[config.mk]
export PLATFORM = sky130hd
export DESIGN_NAME = paddle_step_controller_flat
export DESIGN_NICKNAME = d
export VERILOG_FILES = /design/src/rtl/pong_pkg.sv /design/src/rtl/paddle_step_controller_if.sv /design/src/rtl/paddle_clamp.sv /design/src/rtl/paddle_step_controller.sv /design/src/flat_wrapper.sv
export SDC_FILE = /design/constraint.sdc
export NUM_CORES = 1
export LEC_CHECK = 0
export CORE_AREA = 5 5 51 53
export CTS_BUF_LIST = sky130_fd_sc_hd__clkbuf_2
export CTS_CLUSTER_DIAMETER = 60
export DETAILED_ROUTE_END_ITERATION = 16
export DIE_AREA = 0 0 56 58
export HOLD_SLACK_MARGIN = 0.06
export PLACE_DENSITY = 0.83
export SYNTH_ARGS = -nofsm -noshare
export SYNTH_HDL_FRONTEND = slang
export SYNTH_SLANG_ARGS = --single-unit
[constraint.sdc]
create_clock -name CLK_100MHz -period 5.1 [get_ports CLK_100MHz]
set_input_delay 0.51 -clock CLK_100MHz [delete_from_list [all_inputs] [get_ports CLK_100MHz]]
set_output_delay 0.51 -clock CLK_100MHz [all_outputs]
set_load 0.005 [all_outputs]
[src/rtl/pong_pkg.sv]
// pong_pkg -- shared constants and types for the pong paddle logic.
//   SCREEN_H_DEF / PADDLE_H_DEF : default visible lines and paddle height
//   state_t                     : paddle step FSM state encoding
//   dir_t                       : latched step direction
package pong_pkg;

   localparam int SCREEN_H_DEF = 480;
   localparam int PADDLE_H_DEF = 64;

   typedef enum logic [1:0] {
      ST_IDLE = 2'd0,
      ST_WAIT = 2'd1,
      ST_STEP = 2'd2
   } state_t;

   typedef enum logic {
      DIR_UP   = 1'b0,
      DIR_DOWN = 1'b1
   } dir_t;

endpackage

[src/rtl/paddle_step_controller_if.sv]
// paddle_step_controller_if -- button inputs, delay-timer handshake and paddle
// position outputs of the paddle step controller.
//   btn_up, btn_down : debounced button levels
//   done             : one-cycle pulse from the delay timer
//   delay            : request to the delay timer, high while waiting
//   paddle_y         : paddle top line
//   moving           : high while a step is pending or executing
// master = controller side, slave = buttons/timer/display side.
interface paddle_step_controller_if;

   logic       btn_up;
   logic       btn_down;
   logic       done;
   logic       delay;
   logic [9:0] paddle_y;
   logic       moving;

   modport master (
      input  btn_up, btn_down, done,
      output delay, paddle_y, moving
   );

   modport slave (
      output btn_up, btn_down, done,
      input  delay, paddle_y, moving
   );

endinterface

[src/rtl/paddle_clamp.sv]
// paddle_clamp -- combinational next paddle position for one step.
//   y      : current paddle top line
//   dir    : step direction (DIR_UP toward line 0)
//   step   : lines to move this step
//   next_y : y moved by step, clamped to 0 .. SCREEN_H-PADDLE_H
module paddle_clamp
   import pong_pkg::*;
#(
   parameter int SCREEN_H = SCREEN_H_DEF,
   parameter int PADDLE_H = PADDLE_H_DEF
) (
   input  logic [9:0] y,
   input  dir_t       dir,
   input  logic [9:0] step,
   output logic [9:0] next_y
);

   localparam logic [10:0] Y_MAX = 11'(SCREEN_H - PADDLE_H);

   logic [10:0] sum;

   // The down sum is one bit wider than y so the clamp compare never sees a wrap.
   always_comb begin
      sum = {1'b0, y} + {1'b0, step};
      if (dir == DIR_UP) begin
         next_y = (y < step) ? 10'd0 : y - step;
      end else begin
         next_y = (sum > Y_MAX) ? Y_MAX[9:0] : sum[9:0];
      end
   end

endmodule

[src/rtl/paddle_step_controller.sv]
// paddle_step_controller -- moves the paddle one step per delay-timer period
// while a single direction button is held.
//   CLK_100MHz : system clock, rising edge
//   Reset_n    : asynchronous active-low reset
//   bus        : paddle_step_controller_if.master (buttons, done in;
//                delay, paddle_y, moving out)
// Optional build macro PADDLE_ACCEL_EN: after 4 consecutive same-direction
// steps the step size doubles.
//
// state   | meaning
// ST_IDLE | no request; looks for a single valid button
// ST_WAIT | delay requested, waiting for done or an abort
// ST_STEP | one cycle; paddle_y updated on exit
module paddle_step_controller
   import pong_pkg::*;
#(
   parameter int SCREEN_H = SCREEN_H_DEF,
   parameter int PADDLE_H = PADDLE_H_DEF,
   parameter int STEP     = 4,
   parameter int Y_RESET  = 208
) (
   input  logic                      CLK_100MHz,
   input  logic                      Reset_n,
   paddle_step_controller_if.master  bus
);

   localparam logic [9:0] Y_MAX = 10'(SCREEN_H - PADDLE_H);

   state_t     state_q, state_d;
   dir_t       dir_q, dir_d;
   logic       delay_q, moving_q;
   logic [9:0] paddle_y_q, next_y, step_size;
   logic       up_ok, down_ok, abort;

   always_comb begin
      up_ok   = bus.btn_up && !bus.btn_down && (paddle_y_q != 10'd0);
      down_ok = bus.btn_down && !bus.btn_up && (paddle_y_q < Y_MAX);
      abort   = (dir_q == DIR_UP) ? (!bus.btn_up || bus.btn_down)
                                  : (!bus.btn_down || bus.btn_up);
      state_d = state_q;
      dir_d   = dir_q;
      case (state_q)
         ST_IDLE: begin
            if (up_ok) begin
               state_d = ST_WAIT;
               dir_d   = DIR_UP;
            end else if (down_ok) begin
               state_d = ST_WAIT;
               dir_d   = DIR_DOWN;
            end
         end
         // Abort is tested first so it wins over a coincident done.
         ST_WAIT: begin
            if (abort)         state_d = ST_IDLE;
            else if (bus.done) state_d = ST_STEP;
         end
         ST_STEP: state_d = ST_IDLE;
         default: state_d = ST_IDLE;
      endcase
   end

   always_ff @(posedge CLK_100MHz or negedge Reset_n) begin
      if (!Reset_n) begin
         state_q    <= ST_IDLE;
         dir_q      <= DIR_UP;
         delay_q    <= 1'b0;
         moving_q   <= 1'b0;
         paddle_y_q <= 10'(Y_RESET);
      end else begin
         state_q  <= state_d;
         dir_q    <= dir_d;
         delay_q  <= (state_d == ST_WAIT);
         moving_q <= (state_d != ST_IDLE);
         if (state_q == ST_STEP) paddle_y_q <= next_y;
      end
   end

`ifdef PADDLE_ACCEL_EN
   logic [2:0] accel_q;

   always_ff @(posedge CLK_100MHz or negedge Reset_n) begin
      if (!Reset_n) begin
         accel_q <= 3'd0;
      end else begin
         case (state_q)
            ST_IDLE: begin
               if (state_d != ST_WAIT || dir_d != dir_q) accel_q <= 3'd0;
            end
            ST_WAIT: begin
               if (abort) accel_q <= 3'd0;
            end
            ST_STEP: begin
               if (accel_q != 3'd7) accel_q <= accel_q + 3'd1;
            end
            default: accel_q <= 3'd0;
         endcase
      end
   end

   // The count is sampled before its increment, so steps 1-4 are single size.
   assign step_size = (accel_q >= 3'd4) ? 10'(2 * STEP) : 10'(STEP);
`else
   assign step_size = 10'(STEP);
`endif

   paddle_clamp #(
      .SCREEN_H (SCREEN_H),
      .PADDLE_H (PADDLE_H)
   ) u_clamp (
      .y      (paddle_y_q),
      .dir    (dir_q),
      .step   (step_size),
      .next_y (next_y)
   );

   assign bus.delay    = delay_q;
   assign bus.moving   = moving_q;
   assign bus.paddle_y = paddle_y_q;

endmodule

[src/flat_wrapper.sv]
// flat-port wrapper written by rule: the top's interface ports become plain ports
module paddle_step_controller_flat import pong_pkg::*;
#(
   parameter int SCREEN_H = SCREEN_H_DEF,
   parameter int PADDLE_H = PADDLE_H_DEF,
   parameter int STEP     = 4,
   parameter int Y_RESET  = 208
)
  (CLK_100MHz, Reset_n, bus_btn_up, bus_btn_down, bus_done, bus_delay, bus_paddle_y, bus_moving);
  paddle_step_controller_if bus_i ();
  input  logic CLK_100MHz;
  input  logic Reset_n;
  input wire logic [$bits(bus_i.btn_up)-1:0] bus_btn_up;
  input wire logic [$bits(bus_i.btn_down)-1:0] bus_btn_down;
  input wire logic [$bits(bus_i.done)-1:0] bus_done;
  output wire logic [$bits(bus_i.delay)-1:0] bus_delay;
  output wire logic [$bits(bus_i.paddle_y)-1:0] bus_paddle_y;
  output wire logic [$bits(bus_i.moving)-1:0] bus_moving;
  assign bus_i.btn_up = bus_btn_up;
  assign bus_i.btn_down = bus_btn_down;
  assign bus_i.done = bus_done;
  assign bus_delay = bus_i.delay;
  assign bus_paddle_y = bus_i.paddle_y;
  assign bus_moving = bus_i.moving;
  paddle_step_controller #(.SCREEN_H(SCREEN_H), .PADDLE_H(PADDLE_H), .STEP(STEP), .Y_RESET(Y_RESET)) u_core (.CLK_100MHz(CLK_100MHz), .Reset_n(Reset_n), .bus(bus_i));
endmodule
Word-level counts from Yosys, hierarchy flattened
Cells that the tools add are included.
Operators by class
  add/subtract/negate cells: 2
  magnitude comparators: 3
  equal/unequal tests: 3
  muxes and demuxes: 11
  reduce and logical (&&, ||, !) cells: 13
Operator list (number)
  two-way mux 10 bit: 3
  adder 10 x 3 -> 11 bit (second input constant): 1
  greater-than comparator 11 x 9 -> 1 bit (second input constant): 1
  less-than comparator 10 x 3 -> 1 bit (second input constant): 1
  less-than comparator 10 x 9 -> 1 bit (second input constant): 1
  nonzero test 10 bit: 1
  subtractor 10 x 3 -> 10 bit (second input constant): 1
  two-way mux 2 bit: 4
  == test 2 x 1 -> 1 bit (second input constant): 2
  logical AND 1 bit: 4
  one-hot mux 2 bit (2 select lines): 1
  nonzero test 2 bit: 2
  two-way mux 1 bit: 3
  == test 2 bit (second input constant): 1
  zero test 1 bit: 2
  zero test 2 bit: 1
  logical OR 1 bit: 2
  AND reduction 2 bit: 1
Word-level totals
  flip-flop bits (word level): 15
  input port bits: 5

Logic depth before layout (Yosys ltp)
  depth after elaboration: 7
  mapped depth: 9
  mapped depth without buffers: 8

Cells and area by module
From an unflattened synthesis, not the netlist that was laid out.
Second synthesis, totals
  cells, all modules: 213
  area total of the unflattened synthesis: 1814.2 um^2
Modules (own cells, without submodules)
  paddle_clamp: times used 1, cells an instance 165, area each 1171.1 um^2
  paddle_step_controller: times used 1, cells an instance 48, area each 643.1 um^2

Worst setup path after synthesis
Ideal clock, no wire load.
  kind: register to register
  start: reg u_core.paddle_y_q[3], in the netlist u_core.bus.paddle_y[3]
  end: reg u_core.paddle_y_q[5], in the netlist u_core.bus.paddle_y[5]
  arrival time: 1.957 ns
  path slack: 3.021 ns
  cell stages (with the launch flop): 8
  clock period less this slack: 2.079 ns
  path through: dfrtp_1 ha_1 and4_4 xor2_2 o211ai_2 a2111oi_4 o31ai_4 o22a_1
On the way
  word-level cells in the longest chain between the ends: 4
  elaborated cells between the ends (all ways): 7
Ends and longest elaborated chain
  from (decl): line paddle_step_controller.sv:32  | logic [9:0] paddle_y_q, next_y, step_size;
  from (signal assigned): line paddle_step_controller.sv:68  | paddle_y_q <= 10'(Y_RESET);
  from (signal assigned): line paddle_step_controller.sv:74  | if (state_q == ST_STEP) paddle_y_q <= next_y;
  adder 10 x 3 -> 11 bit: line paddle_clamp.sv:24  | sum = {1'b0, y} + {1'b0, step};
  greater-than comparator 11 x 9 -> 1 bit: line paddle_clamp.sv:28  | next_y = (sum > Y_MAX) ? Y_MAX[9:0] : sum[9:0];
  two-way mux 10 bit: line paddle_clamp.sv:28
  two-way mux 10 bit *: line paddle_clamp.sv:25  | if (dir == DIR_UP) begin
Every way passes the cells marked *; elsewhere a longest branch is shown, timed or not.
A chain may end at the register's enable or synchronous reset.

Worst setup path in the final report
  start: reg u_core.paddle_y_q[3], in the netlist u_core.bus.paddle_y[3]
  end: reg u_core.paddle_y_q[4], in the netlist u_core.bus.paddle_y[4]
The elaborated chain is that of the path after synthesis.

==> run metrics <==
WP data required=5310 ps; Arr. time, crit path=roughly 2600 ps; relative slew slack=0.605; clk buf depth=2; hold crit path type=input pin to async pin; outcome=finished, final reports clean; die width=56 um; fin crit period=between 2000 and 2500 ps; clock skew=5.15 ps; leakage dissipation=roughly 0.50 nW; largest family of logic cells by synthesized area=compound AO/OA/AOI/OAI gates; die area=3250 um2; Compound-Gate Fraction of Synth Area=0.327; Avg WL per Cell=roughly 17 um; Synth top area share=0.212; first-pass GRT wire length=5010 um; drt total wl=2830 um; clk slew on worst S/H paths=130 ps; fin crit share=0.463; Synth Area in Simple Gates=0.237; height of the die=58 um; Port-buffer cells=14; total CTS buffers=3; post-CTS setup buffers=0; setup TNS=0 ps; register area share after synthesis=0.279; vias per cell=6.33; PwrDens=416 nW/um2; cell count after synthesis=133; number of synthesized register bits=13; Fillers=177; Sink Count=13; CTS root buf=clkbuf_2; prevailing post-synth register cell=dfrtp_1; cell taking the most area after synthesis=dfrtp_1; CP Max Fanout=9; yosys warns=0; leading post-synthesis cells by cell area=dfrtp_1 (21%), dfstp_2 (6.7%), nand2_1 (4.1%); Hold Buf Count CTS=0; RSZ-0062 raised after global routing=no; CTS resizes=0; Reg area=329 um2; number of hold violations in the final report=0; via count=1070; Row Count=17; CTS tree=done; worst-margin pin slew=just under 600 ps; Setup-failing EPs final=0; grt total ovfl=0; Worst Hold Slack=578 ps; initial antenna violation count=0; GP Congestion=0.850; syn_area_per_cell=8.86 um2; critical path class=register to register; Fmax achieved=0.423 GHz; post-synthesis async set-or-reset flop share=1.00; Iteration-0 DRC Markers=39; max incr delay on CP=550 ps; Core Footprint=2110 um2; first-pass iteration count of the detailed router=5; Post-synth EDFFs=0; CP Buf/Inv Count=0; CP max stage cell=dfrtp_1; Max Cap Viol=0; H-tree Lvls=1; DRC=0; Antenna Cells=0; All-Layer GR Usage=0.192; num ports=17; multi-input logic area=754 um2; XOR/XNOR share of the synthesized area=0.0212; Post-DP HPWL=a little over 2000 um; Syn Std Cell Area=1180 um2; pin count of the biggest net entering global routing=17; Setup crit end kind=register; synth unique cells=57; number of global-route vias before repair=1031; Initial Util=0.560; antenna-violating nets left=0; adder-cell share of the synthesized area=0.0318; clock latency on the worst-skew pair=290 ps; CP top delay family=compound AO/OA/AOI/OAI gates; CP Cell Sequence=ha_1, and4_4, xor2_2, o211ai_2, a2111oi_4, a22oi_2, o31ai_1; area grow syn2layout=10.4%; nets=150; CP startpoint kind=register; VDD IR max=slightly below 0.3 mV; layout cells sized above 1=0.177; mux contribution to synthesized area=0.0170; fin. max-slew vios=0
==> cell usage in the layout (no fill, tap or decap), types with 4 or more instances in the layout <==
cell type        instances
clkdlybuf4s50_1         14
nand2_1                 13
dfrtp_1                 10
nor2_1                   7
a21oi_1                  7
nor3_1                   7
inv_1                    6
o21ai_0                  6
o211ai_1                 4
o21ai_1                  4
==> state kept, by name, indices dropped and copies added, names as in the netlist <==
name                 flops
u_core.bus.moving        1
u_core.state_q           2
u_core.bus.delay         1
u_core.bus.paddle_y      8
u_core.dir_q             1
==> cells by family after synthesis <==
kind of cell | Yosys count
buffers and inverters | 17
adder cells (fa/ha/maj) | 3
flip-flops | 13
XOR/XNOR | 2
multiplexers | 2
AND/OR/NAND/NOR | 48
other | 1
AO/OA/AOI/OAI | 47
==> cell usage after synthesis (3+ instances only) <==
library cell / n
nand2_1: 13
inv_1: 6
dfrtp_1: 10
nor3_1: 7
buf_4: 4
dfstp_2: 3
o211ai_1: 4
nor2_1: 7
o31ai_1: 3
o21ai_0: 6
buf_2: 3
o21ai_1: 4
a21oi_1: 7
ha_1: 3
==> final cells by class <==
class | instances | area share
inverters | 6 | 0.0173
clock inverters | 1 | 0.00385
well taps | 28 | 0.0269
multi-input cells | 104 | 0.580
clock buffers | 3 | 0.0115
repair buffers | 14 | 0.108
flip-flops and latches | 13 | 0.253
==> power by group <==
part / switching [mW] / leakage [nW] / internal (mW)
clock: 0.0366 / 0.0164 / 0.0177
sequential: 0.0801 / 0.156 / 0.134
combinational: 0.144 / 0.323 / 0.129
==> routing by layer <==
metal	routed length, um	vias to the layer above	track usage
li1	-	507	-
met2	1510	44	0.334
met5	0	-	0
met1	1160	515	0.241
met3	132	4	0.0245
met4	27	0	0.0780
==> per-stage QoR <==
step	instances	cell area, um2	power [mW]	worst slack [ps]	utilization
floorplan	134	1180	0.401	3020	-
global placement	165	1280	0.471	2890	0.608
detailed placement	165	1280	0.486	2770	0.608
CTS	169	1300	0.543	2740	0.618
global route	169	1300	0.590	2450	0.618
finish	169	1300	0.541	2740	0.618
==> worst paths after layout <==
| check | startpoint | to | slack, ps | depth (start not counted) |
|---|---|---|---|---|
| hold / removal | Reset_n | u_core.state_q[1] | 580 | 1 |
| max in group asynchronous | Reset_n | u_core.state_q[0] | 4140 | 1 |
| setup reg to reg | u_core.bus.paddle_y[3] | u_core.bus.paddle_y[4] | 2740 | 7 |
| min in group CLK_100MHz | u_core.state_q[0] | u_core.state_q[1] | 650 | 2 |
| hold reg to reg | u_core.state_q[0] | u_core.state_q[1] | 650 | 2 |
| setup / recovery | u_core.bus.paddle_y[3] | u_core.bus.paddle_y[4] | 2740 | 7 |
Power figures use the tool's default switching activity.
